<file path="src/rtl/mx_pkg.sv">
// Shared MX quantization definitions: default geometry, scale type and the
// significant-bit helper used to pick a block's shared scale.
package mx_pkg;

    localparam int MX_IN_WIDTH    = 16;
    localparam int MX_K           = 2;
    localparam int MX_MAN_WIDTH   = 7;
    localparam int MX_SCALE_WIDTH = 8;
    localparam int MX_SCALE_BIAS  = 127;
    localparam int MANT_W         = MX_MAN_WIDTH + 1;

    typedef logic [MX_SCALE_WIDTH-1:0] mx_scale_t;

    // Bits needed to hold x as signed: 64 minus the redundant copies of the sign bit.
    function automatic logic [6:0] mx_sig_bits(input logic signed [63:0] x);
        logic [6:0] n;
        logic       done;
        n    = 7'd64;
        done = 1'b0;
        for (int b = 62; b >= 0; b--) begin
            if (!done && (x[b] == x[63])) begin
                n = n - 7'd1;
            end else begin
                done = 1'b1;
            end
        end
        return n;
    endfunction

endpackage

</file>
<file path="src/rtl/mx_stream_quantizer_if.sv">
// Element-stream input and MX-block output handshake of the stream quantizer.
interface mx_stream_quantizer_if #(
    parameter int IN_WIDTH    = mx_pkg::MX_IN_WIDTH,
    parameter int K           = mx_pkg::MX_K,
    parameter int MAN_WIDTH   = mx_pkg::MX_MAN_WIDTH,
    parameter int SCALE_WIDTH = mx_pkg::MX_SCALE_WIDTH
);

    logic signed [IN_WIDTH-1:0]  i_data;
    logic                        i_valid;
    logic                        i_last;
    logic                        o_ready;
    logic signed [MAN_WIDTH:0]   o_mant [K];
    logic [SCALE_WIDTH-1:0]      o_scale;
    logic                        o_valid;
    logic                        o_last;
    logic                        i_ready;

    modport master (
        output i_data, i_valid, i_last, i_ready,
        input  o_ready, o_mant, o_scale, o_valid, o_last
    );

    modport slave (
        input  i_data, i_valid, i_last, i_ready,
        output o_ready, o_mant, o_scale, o_valid, o_last
    );

endinterface

</file>
<file path="src/rtl/mx_block_scale.sv">
// Combinational MX block quantizer: K signed elements in, shared scale and
// K truncated mantissas out. Shift never exceeds what the mantissa can hold.
module mx_block_scale
    import mx_pkg::*;
#(
    parameter int IN_WIDTH    = MX_IN_WIDTH,
    parameter int K           = MX_K,
    parameter int MAN_WIDTH   = MX_MAN_WIDTH,
    parameter int SCALE_WIDTH = MX_SCALE_WIDTH,
    parameter int SCALE_BIAS  = MX_SCALE_BIAS
)(
    input  logic signed [IN_WIDTH-1:0] data [K],
    output logic [SCALE_WIDTH-1:0]     scale,
    output logic signed [MAN_WIDTH:0]  mant [K]
);

    localparam logic [6:0] MANT_BITS = 7'(MAN_WIDTH + 1);

    logic [6:0] max_sig_s;
    logic [6:0] shift_s;

    // Widest element of the block decides the shift for all of them.
    always_comb begin
        max_sig_s = 7'd1;
        for (int i = 0; i < K; i++) begin
            if (mx_sig_bits({{(64-IN_WIDTH){data[i][IN_WIDTH-1]}}, data[i]}) > max_sig_s) begin
                max_sig_s = mx_sig_bits({{(64-IN_WIDTH){data[i][IN_WIDTH-1]}}, data[i]});
            end else begin
                max_sig_s = max_sig_s;
            end
        end
        if (max_sig_s > MANT_BITS) begin
            shift_s = max_sig_s - MANT_BITS;
        end else begin
            shift_s = 7'd0;
        end
        scale = SCALE_WIDTH'(SCALE_BIAS) + SCALE_WIDTH'(shift_s);
    end

    // Arithmetic shift floors negatives; the result always fits MAN_WIDTH+1 bits.
    always_comb begin
        for (int i = 0; i < K; i++) begin
            mant[i] = (MAN_WIDTH+1)'(data[i] >>> shift_s);
        end
    end

endmodule

</file>
<file path="src/rtl/mx_stream_quantizer.sv">
// Stream-to-MX-block quantizer: buffers K-1 elements, quantizes on the closing
// element and holds the result in an output register with ready/valid handshake.
module mx_stream_quantizer
    import mx_pkg::*;
#(
    parameter int IN_WIDTH    = MX_IN_WIDTH,
    parameter int K           = MX_K,
    parameter int MAN_WIDTH   = MX_MAN_WIDTH,
    parameter int SCALE_WIDTH = MX_SCALE_WIDTH,
    parameter int SCALE_BIAS  = MX_SCALE_BIAS
)(
    input  logic                 i_clk,
    input  logic                 i_rst_n,
    mx_stream_quantizer_if.slave bus
);

    localparam int CNT_W = (K > 1) ? $clog2(K) : 1;
    localparam logic [CNT_W-1:0] LAST_SLOT = CNT_W'(K - 1);
    localparam logic [CNT_W-1:0] CNT_ONE   = CNT_W'(1);
    localparam int MAX_SHIFT = (IN_WIDTH > MAN_WIDTH + 1) ? (IN_WIDTH - MAN_WIDTH - 1) : 0;

    if (SCALE_BIAS + MAX_SHIFT > (2 ** SCALE_WIDTH) - 1) begin : g_bias_check
        $error("mx_stream_quantizer: SCALE_BIAS plus maximum shift overflows SCALE_WIDTH");
    end

    logic [CNT_W-1:0]            cnt_r;
    logic signed [IN_WIDTH-1:0]  buf_r   [K];
    logic signed [IN_WIDTH-1:0]  block_s [K];
    logic signed [MAN_WIDTH:0]   mant_s  [K];
    logic signed [MAN_WIDTH:0]   mant_r  [K];
    logic [SCALE_WIDTH-1:0]      scale_s;
    logic [SCALE_WIDTH-1:0]      scale_r;
    logic                        valid_r;
    logic                        last_r;
    logic                        closing_s;
    logic                        drain_s;
    logic                        ready_s;
    logic                        accept_s;
    logic                        load_s;

    // Only a closing element can be refused: it needs the output register free.
    always_comb begin
        closing_s = (cnt_r == LAST_SLOT) || bus.i_last;
        drain_s   = valid_r && bus.i_ready;
        ready_s   = !(valid_r && !bus.i_ready) || !closing_s;
        accept_s  = bus.i_valid && ready_s;
        load_s    = accept_s && closing_s;
    end

    // Block as seen on the closing edge: buffered slots, live element, zero pad.
    always_comb begin
        for (int j = 0; j < K; j++) begin
            if (CNT_W'(j) == cnt_r) begin
                block_s[j] = bus.i_data;
            end else if (CNT_W'(j) < cnt_r) begin
                block_s[j] = buf_r[j];
            end else begin
                block_s[j] = '0;
            end
        end
    end

    mx_block_scale #(
        .IN_WIDTH    (IN_WIDTH),
        .K           (K),
        .MAN_WIDTH   (MAN_WIDTH),
        .SCALE_WIDTH (SCALE_WIDTH),
        .SCALE_BIAS  (SCALE_BIAS)
    ) u_block_scale (
        .data  (block_s),
        .scale (scale_s),
        .mant  (mant_s)
    );

    // Fill counter and element buffer.
    always_ff @(posedge i_clk or negedge i_rst_n) begin
        if (!i_rst_n) begin
            cnt_r <= '0;
            for (int j = 0; j < K; j++) begin
                buf_r[j] <= '0;
            end
        end else if (accept_s) begin
            if (closing_s) begin
                cnt_r <= '0;
            end else begin
                cnt_r <= cnt_r + CNT_ONE;
                for (int j = 0; j < K; j++) begin
                    if (CNT_W'(j) == cnt_r) begin
                        buf_r[j] <= bus.i_data;
                    end
                end
            end
        end
    end

    // Output register: a load wins over a drain on the same edge.
    always_ff @(posedge i_clk or negedge i_rst_n) begin
        if (!i_rst_n) begin
            valid_r <= 1'b0;
            last_r  <= 1'b0;
            scale_r <= '0;
            for (int j = 0; j < K; j++) begin
                mant_r[j] <= '0;
            end
        end else if (load_s) begin
            valid_r <= 1'b1;
            last_r  <= bus.i_last;
            scale_r <= scale_s;
            mant_r  <= mant_s;
        end else if (drain_s) begin
            valid_r <= 1'b0;
        end
    end

    assign bus.o_ready = ready_s;
    assign bus.o_valid = valid_r;
    assign bus.o_last  = last_r;
    assign bus.o_scale = scale_r;
    assign bus.o_mant  = mant_r;

endmodule
</file>
<file path="src/flat_wrapper.sv">
// flat-port wrapper written by rule: the top's interface ports become plain ports
module mx_stream_quantizer_flat import mx_pkg::*;
#(
    parameter int IN_WIDTH    = MX_IN_WIDTH,
    parameter int K           = MX_K,
    parameter int MAN_WIDTH   = MX_MAN_WIDTH,
    parameter int SCALE_WIDTH = MX_SCALE_WIDTH,
    parameter int SCALE_BIAS  = MX_SCALE_BIAS
)
  (i_clk, i_rst_n, bus_i_data, bus_i_valid, bus_i_last, bus_i_ready, bus_o_ready, bus_o_mant, bus_o_scale, bus_o_valid, bus_o_last);
  mx_stream_quantizer_if #(.IN_WIDTH(IN_WIDTH), .K(K), .MAN_WIDTH(MAN_WIDTH), .SCALE_WIDTH(SCALE_WIDTH)) bus_i ();
  input  logic i_clk;
  input  logic i_rst_n;
  input wire logic [$bits(bus_i.i_data)-1:0] bus_i_data;
  input wire logic [$bits(bus_i.i_valid)-1:0] bus_i_valid;
  input wire logic [$bits(bus_i.i_last)-1:0] bus_i_last;
  input wire logic [$bits(bus_i.i_ready)-1:0] bus_i_ready;
  output wire logic [$bits(bus_i.o_ready)-1:0] bus_o_ready;
  output wire logic [$bits(bus_i.o_mant)-1:0] bus_o_mant;
  output wire logic [$bits(bus_i.o_scale)-1:0] bus_o_scale;
  output wire logic [$bits(bus_i.o_valid)-1:0] bus_o_valid;
  output wire logic [$bits(bus_i.o_last)-1:0] bus_o_last;
  assign bus_i.i_data = bus_i_data;
  assign bus_i.i_valid = bus_i_valid;
  assign bus_i.i_last = bus_i_last;
  assign bus_i.i_ready = bus_i_ready;
  assign bus_o_ready = bus_i.o_ready;
  assign bus_o_mant = {>>{bus_i.o_mant}};
  assign bus_o_scale = bus_i.o_scale;
  assign bus_o_valid = bus_i.o_valid;
  assign bus_o_last = bus_i.o_last;
  mx_stream_quantizer #(.IN_WIDTH(IN_WIDTH), .K(K), .MAN_WIDTH(MAN_WIDTH), .SCALE_WIDTH(SCALE_WIDTH), .SCALE_BIAS(SCALE_BIAS)) u_core (.i_clk(i_clk), .i_rst_n(i_rst_n), .bus(bus_i));
endmodule
</file>
<file path="config.mk">
export PLATFORM = sky130hd
export DESIGN_NAME = mx_stream_quantizer_flat
export DESIGN_NICKNAME = d
export VERILOG_FILES = /design/src/rtl/mx_pkg.sv /design/src/rtl/mx_stream_quantizer_if.sv /design/src/rtl/mx_block_scale.sv /design/src/rtl/mx_stream_quantizer.sv /design/src/flat_wrapper.sv
export SDC_FILE = /design/constraint.sdc
export NUM_CORES = 1
export LEC_CHECK = 0
export ABC_AREA = 0
export CORE_ASPECT_RATIO = 0.7
export CORE_MARGIN = 10
export CORE_UTILIZATION = 35
export CTS_CLUSTER_SIZE = 25
export DETAILED_ROUTE_END_ITERATION = 6
export GPL_TIMING_DRIVEN = 0
export PLACE_DENSITY = 0.55
export RECOVER_POWER = 50
export SYNTH_ARGS = -nofsm -noshare
export SYNTH_HDL_FRONTEND = slang
export SYNTH_SLANG_ARGS = --single-unit
export TNS_END_PERCENT = 30
</file>
<file path="constraint.sdc">
create_clock -name i_clk -period 12.6 [get_ports i_clk]
set_input_delay 2.52 -clock i_clk [delete_from_list [all_inputs] [get_ports i_clk]]
set_output_delay 2.52 -clock i_clk [all_outputs]
set_load 0.005 [all_outputs]
</file>
; ---- After elaboration in Yosys (flattened, before gate mapping)
; Cells that the tools add are included.
[word_totals]
out_inout_bits = 27
latchBits = 0
ramBits = 0
in_bits = 21
rom_bits = 0
n_memories = 0
register_bits = 59
[op_classes]
multipliers = 0
shift = 2
reduce_logical = 126
n_eq_ne = 30
n_lt_le_gt_ge = 5
addsub = 155
n_div = 0
bitwise = 2
muxes = 562
[op_table]
columns = op, n
row1 = $mux W7, 279
row2 = $sub A7 B1 Y7 const B, 150
row3 = $mux W1, 277
row4 = $mux W16, 4
row5 = $logic_and A1 B1 Y1, 62
row6 = $logic_not A1 Y1, 59
row7 = $sshr A16 B7 Y8, 2
row8 = $eq A1 B1 Y1, 30
row9 = $sub A5 B1 Y6 const B, 2
row10 = $mux W5, 2
row11 = $add A7 B7 Y8 const A, 1
row12 = $gt A7 B1 Y1 const B, 1
row13 = $gt A7 B4 Y1 const B, 1
row14 = $gt A7 B7 Y1, 1
row15 = $sub A7 B4 Y7 const B, 1
row16 = $reduce_and A3 Y1, 2
row17 = $logic_or A1 B1 Y1, 2
row18 = $lt A1 B1 Y1 const A, 2
row19 = $not A1 Y1, 2
row20 = $reduce_bool A2 Y1, 1
row21 = $add A1 B1 Y1 const B, 1

; ---- Longest topological paths before layout
; Gate-level depths: netlist (run 1).
[depth]
word_depth = 424
ltp_mapped = 68
depth_no_buf = 63

; ---- By module
; From an unflattened synthesis (run 1), not the netlist that was laid out.
[hier_totals]
cells_unflattened = 1297
area_unflattened_um2 = 9541.7
[by_module_without_submodules]
columns = mod, n_inst, cells_per_inst, seq_area_each_um2, area_each_um2
row1 = mx_block_scale, 1, 1166, 0.0, 7602.3
row2 = mx_stream_quantizer, 1, 131, 1076.0, 1939.4

; ---- Worst setup path before layout (run 1)
; OpenSTA, ideal clock, no wires.
[synth_timing]
path_kind = input to register
startpoint = input port bus_i_data[14]
endpoint = register u_core.scale_r[4], in the netlist u_core.bus.o_scale[4]
path_stages = 66
path_slack_ns = -1.545
n_path_buf = 3
arrival_ns = 14.080
setup_time_ns = 0.065
t_required_ns = 12.535
cell_sequence = clkbuf_1 > xor2_1 > nand2_1 > inv_1 > nor2_1 > inv_1 > ha_1 > nor2_1 > nor2_1 > ha_1 > mux2i_1 > a21oi_1 > ha_1 > nand2_1 > nand2_1 > ha_1 > mux2i_1 > mux2_2 > [30 not listed] > nor3_1 > nor2_1 > a31oi_1 > mux2i_1 > nand2_1 > ha_1 > inv_1 > or3_1 > o21ai_2 > a21oi_4 > inv_2 > buf_2 > buf_2 > ha_1 > nor4_1 > a31o_2 > a211oi_1 > a21o_1
[synth_via]
elab_chain_cells = 66
word_cells_on_any_way = 352
[synth_lines]
columns = element, line
row1 = "start, declared", flat_wrapper.sv:14  ; input wire logic [$bits(bus_i.i_data)-1:0] bus_i_data;
row2 = "parallel branches: the longest is 62 deep, another holds $sub A7 B1 Y7", --
row3 = $mux W7 *, mx_block_scale.sv:26  ; if (mx_sig_bits({{(64-IN_WIDTH){data[i][IN_WIDTH-1]}}, data[i]}) > max_sig_s) begin
row4 = $sub A7 B4 Y7 or $gt A7 B4 Y1 (tied branches), "mx_block_scale.sv:33, mx_block_scale.sv:32"
row5 = $mux W7 *, mx_block_scale.sv:32  ; if (max_sig_s > MANT_BITS) begin
row6 = $add A7 B7 Y8 *, mx_block_scale.sv:37  ; scale = SCALE_WIDTH'(SCALE_BIAS) + SCALE_WIDTH'(shift_s);
row7 = "end signal, assigned", mx_stream_quantizer.sv:108  ; scale_r <= scale_s;
row8 = "end, declared", mx_stream_quantizer.sv:32  ; logic [SCALE_WIDTH-1:0] scale_r;
; Mark *: on every way between the ends. The select of a mux whose other input is x is not followed.
; A chain may end at the register's enable or synchronous reset.

; ---- Worst setup path in the final report (run 1)
[layout_timing]
startpoint = input port bus_i_data[15]
endpoint = register u_core.mant_r, in the netlist u_core.bus.o_mant[8]
[layout_via]
elab_chain_cells = 66
word_cells_on_any_way = 380
[layout_lines]
columns = element, line
row1 = "parallel branches: the longest is 65 deep, another holds $sub A7 B1 Y7", --
row2 = $sshr A16 B7 Y8 *, mx_block_scale.sv:43  ; mant[i] = (MAN_WIDTH+1)'(data[i] >>> shift_s);
row3 = "end signal, assigned", mx_stream_quantizer.sv:109  ; mant_r <= mant_s;
row4 = "end, declared", mx_stream_quantizer.sv:30  ; logic signed [MAN_WIDTH:0] mant_r [K];
; Marks and branches as above.

==> results of run 1 <==
-- routing by layer --
metal,global-route usage (%),vias to the layer above,share of wire [%]
met5,0.509,-,0
met4,3.31,0,1.3
met3,8.83,58,13
met2,29.8,552,39
met1,33.1,4778,47
li1,-,4525,-
-- metrics by stage --
step | hold WS, ns | instances
detailed placement | 0.469 | 1445
global route | 0.502 | 1559
CTS | 0.483 | 1523
floorplan | 0.473 | 1092
finish | 0.469 | 1559
global placement | 0.465 | 1444
-- worst register-to-register path, delay by kind of cell, from the launching register on --
family | cells | cell delay, ns
adders and majority gates | 13 | 3.50
buffers and inverters | 14 | 3.11
AOI/OAI and AO/OA | 15 | 2.22
muxes | 9 | 1.87
and+or+nand+nor | 13 | 1.85
DFF | 1 | 0.32
xor gates and xnor gates | 1 | 0.26
-- registers in the layout, summed over array words and instances (netlist names) --
| signal | flops |
|---|---|
| u_core.bus.o_last | 1 |
| u_core.bus.o_mant | 16 |
| u_core.bus.o_valid | 1 |
| u_core.cnt_r | 1 |
| u_core.buf_r | 16 |
| u_core.bus.o_scale | 8 |
-- area by class of cell --
cell class	count	area (um2)
Clock buffer	5	125
Clock inverter	3	47.5
Inverter	28	115
Fill cell	2199	11600
Tap cell	312	390
Sequential cell	43	1080
Multi-Input combinational cell	956	7750
Timing Repair Buffer	148	1310
Buffer	64	538
-- what timing repair did --
item	4_1_cts	5_1_grt
cloned	0	2
pin swaps	67	59
endpoints found under the setup margin	24	24
resized for setup	165	78
setup buffers	71	34
-- final timing paths --
check | startpoint | end | slack [ns] | cells after the start
max | bus_i_data[15] | u_core.bus.o_mant[8] | -0.85 | 64
min | u_core.bus.o_scale[4] | u_core.bus.o_scale[4] | 0.47 | 1
max reg2reg | u_core.cnt_r | u_core.bus.o_mant[8] | -0.63 | 65
min reg2reg | u_core.bus.o_scale[4] | u_core.bus.o_scale[4] | 0.47 | 1
max in group asynchronous | i_rst_n | u_core.buf_r[18] | 8.09 | 2
min in group asynchronous | i_rst_n | u_core.bus.o_scale[2] | 2.12 | 1
-- placed cells by master, fill, tap and decap left out, types with 9 or more instances in the layout --
| master | synthesis | routed |
|---|---|---|
| sky130_fd_sc_hd__clkbuf_1 | 29 | 18 |
| sky130_fd_sc_hd__o21ai_0 | 43 | 35 |
| sky130_fd_sc_hd__buf_6 | 3 | 20 |
| sky130_fd_sc_hd__xor2_1 | 32 | 28 |
| sky130_fd_sc_hd__ha_4 | 0 | 9 |
| sky130_fd_sc_hd__o211ai_1 | 20 | 20 |
| sky130_fd_sc_hd__clkdlybuf4s50_1 | 0 | 35 |
| sky130_fd_sc_hd__nor2_1 | 90 | 77 |
| sky130_fd_sc_hd__a21oi_1 | 63 | 46 |
| sky130_fd_sc_hd__nand2b_1 | 10 | 10 |
| sky130_fd_sc_hd__nor3_1 | 30 | 27 |
| sky130_fd_sc_hd__clkbuf_16 | 0 | 9 |
| sky130_fd_sc_hd__a211o_1 | 11 | 11 |
| sky130_fd_sc_hd__ha_1 | 34 | 22 |
| sky130_fd_sc_hd__o21a_1 | 10 | 10 |
| sky130_fd_sc_hd__a31oi_1 | 22 | 19 |
| sky130_fd_sc_hd__mux2i_1 | 44 | 34 |
| sky130_fd_sc_hd__mux2_2 | 44 | 40 |
| sky130_fd_sc_hd__nand2_1 | 121 | 111 |
| sky130_fd_sc_hd__buf_4 | 1 | 94 |
| sky130_fd_sc_hd__xnor2_1 | 25 | 21 |
| sky130_fd_sc_hd__nand3_1 | 40 | 34 |
| sky130_fd_sc_hd__mux2i_2 | 5 | 11 |
| sky130_fd_sc_hd__buf_2 | 27 | 16 |
| sky130_fd_sc_hd__o21ai_1 | 12 | 13 |
| sky130_fd_sc_hd__and3_1 | 14 | 13 |
| sky130_fd_sc_hd__o31ai_1 | 11 | 9 |
| sky130_fd_sc_hd__or3_1 | 13 | 10 |
| sky130_fd_sc_hd__a211oi_1 | 21 | 16 |
| sky130_fd_sc_hd__o22ai_1 | 11 | 9 |
| sky130_fd_sc_hd__nand4_1 | 23 | 23 |
| sky130_fd_sc_hd__buf_8 | 0 | 9 |
| sky130_fd_sc_hd__inv_1 | 25 | 19 |
| sky130_fd_sc_hd__dfrtp_1 | 43 | 43 |
| sky130_fd_sc_hd__and2_1 | 16 | 15 |
| sky130_fd_sc_hd__a21oi_2 | 1 | 16 |
-- cell families (layout without fill, tap and decap cells) --
| kind of cell | count (synthesis) | count (layout) |
|---|---|---|
| and+or+nand+nor | 405 | 405 |
| AOI/OAI and AO/OA | 353 | 353 |
| muxes | 94 | 94 |
| buffers and inverters | 93 | 248 |
| xor gates and xnor gates | 65 | 65 |
| DFF | 43 | 43 |
| adders and majority gates | 39 | 39 |
==> impl_metrics.py, run 1 <==
metrics = {
    "route": {
        "routed_wl_um": 36100,
        "detail_route.iter0.violations": 1250,
        "detail_route.vias_per_cell": 6.36,
        "avgRoutedWirePerCell_um": 23.2,
        "detail-route-antenna-nets": 0,
        "drt-pass1-iter-count": 5,
        "detail_route.drc_violations": 0,
        "route.vias.total": 9913,
    },
    "die": {
        "io_pins": 48,
        "die_area_mm2": 0.0302,
        "die_height_um": 148,
        "die_width_um": 203,
        "core_area_mm2": 0.0229,
        "start_util_pct": 36.0,
        "fp-row-count": 46,
    },
    "cts": {
        "cts-root-buf": "sky130_fd_sc_hd__clkbuf_16",
        "cts_hold_buf": 0,
        "cts-htree-levels": 2,
        "clock_pin_slew_of_the_registers_on_the_worst_case_setup_and_hold_paths_ns": 0.07,
        "clock_latency_ns": 0.31,
        "clock-sinks": 43,
        "numCtsBuffers": 5,
        "cts_tree": "yes",
        "clock_tree.buffer_depth": 2,
    },
    "logic_synthesis": {
        "synth_compound_gate_area_share_pct": 31.6,
        "synth.cells.most_frequent": "sky130_fd_sc_hd__nand2_1 (121), sky130_fd_sc_hd__nor2_1 (90), sky130_fd_sc_hd__a21oi_1 (63)",
        "synth_area_mm2": 0.00824,
        "asyncSetResetFlopFracSynth_pct": 100,
        "edff_count_synth": 0,
        "yosysWarningCount": 0,
        "yosys.area.top_type": "sky130_fd_sc_hd__dfrtp_1",
        "postSynthCellCount": 1092,
        "synth_xor_xnor_area_share_pct": 7.99,
        "synth-adder-area-share_pct": 5.77,
        "ys_top_cells_by_area": "sky130_fd_sc_hd__dfrtp_1 (13%), sky130_fd_sc_hd__mux2_2 (6.0%), sky130_fd_sc_hd__nand2_1 (5.5%), sky130_fd_sc_hd__mux2i_1 (5.3%), sky130_fd_sc_hd__ha_1 (5.2%)",
        "synth.yosys.seq_area_share_pct": 13.1,
        "synth_simple_gate_area_share_pct": 24.1,
        "yosys.area.top_type_share_pct": 13.1,
        "yosys.cell_count.top_type": "sky130_fd_sc_hd__nand2_1",
        "dominantRegCellSynth": "sky130_fd_sc_hd__dfrtp_1",
        "largest_family_of_logic_cells_by_synthesized_area": "compound AO/OA/AOI/OAI gates",
        "postSynthAreaPerCell_um2": 7.54,
        "syn_nets": 1147,
        "register_bit_count_reported_by_yosys": 43,
        "synth.area.mux_share_pct": 12.5,
        "synth_cell_types": 104,
    },
    "sta": {
        "tns_ns": -15.31,
        "clock_period_minus_worst_slack_ns": 13.45,
        "period_share_pct": 107,
        "slew_headroom_pct": -46.1,
        "tightest_slew_ns": 2.19,
        "setup-violations-final": 23,
        "grt_setup_unrepaired": "true",
        "report.final.hold_viol_count": 0,
        "timing.final.ws_setup_ns": -0.849,
        "max_clk_rate_mhz": 74.4,
        "skew_ns": 0.0164,
        "slew_viol_final": 37,
    },
    "worst_setup_path": {
        "cp_slowest_cell": "sky130_fd_sc_hd__mux4_2",
        "path_buf_inv": 9,
        "required_ns": 12.79,
        "timing.critical_path.from_type": "primary input",
        "critPathTopFamily": "adder cells",
        "max_stage_delay_on_crit_path_ns": 0.55,
        "cp_data_arrival_time_ns": 13.64,
        "critical_path_class": "in -> reg",
        "timing.critical_path.mode_cell": "sky130_fd_sc_hd__ha_4",
        "critical_path.max_fanout": 6,
        "setup.worst_path.end_class": "flop",
    },
    "placement": {
        "gp_routability_congestion": 0.967,
        "pre_cts_slack_ns": -3.30,
        "dp_hpwl_um": 26800,
        "post_dp_cell_area_mm2": 0.00934,
        "port_buffers": 40,
    },
    "run": {
        "timing.max_cap.violations": 1,
    },
    "worst_hold_path": {
        "worst_hold_path_type": "reg -> reg",
    },
    "layout": {
        "finish.instance_area_mm2": 0.0114,
        "antenna_cells": 0,
        "final_net_count": 1301,
        "final_util_pct": 49.6,
        "fraction_of_final_layout_cells_sized_beyond_drive_strength_1_pct": 31.9,
        "syn2layout_area_growth_pct": 37.9,
    },
    "run_status": {
        "violated_checks": "capacitance limit, slew limit, setup timing",
        "outcome": "finished, violations left",
    },
    "global_route": {
        "grt_overflow": 0,
        "antenna_found_initial": 0,
        "grt_max_degree": 37,
        "grt_pass1_wl_um": 54100,
        "number_of_global_route_vias_before_repair": 9180,
        "grt_usage_pct": 22.5,
    },
}
Power of run 1 is left out: the tool's default activity adds up to more than one toggle a clock period on the data nets, which glitch-free logic cannot reach.
==> run 2, diff against run 1 <==
ABC_CLOCK_PERIOD_IN_PS = 12600   (was unset)
==> results of run 2 <==
Same layout as run 1: the final DEF is identical, and so are final timing and power.
Power of run 2 is left out for the same reason.
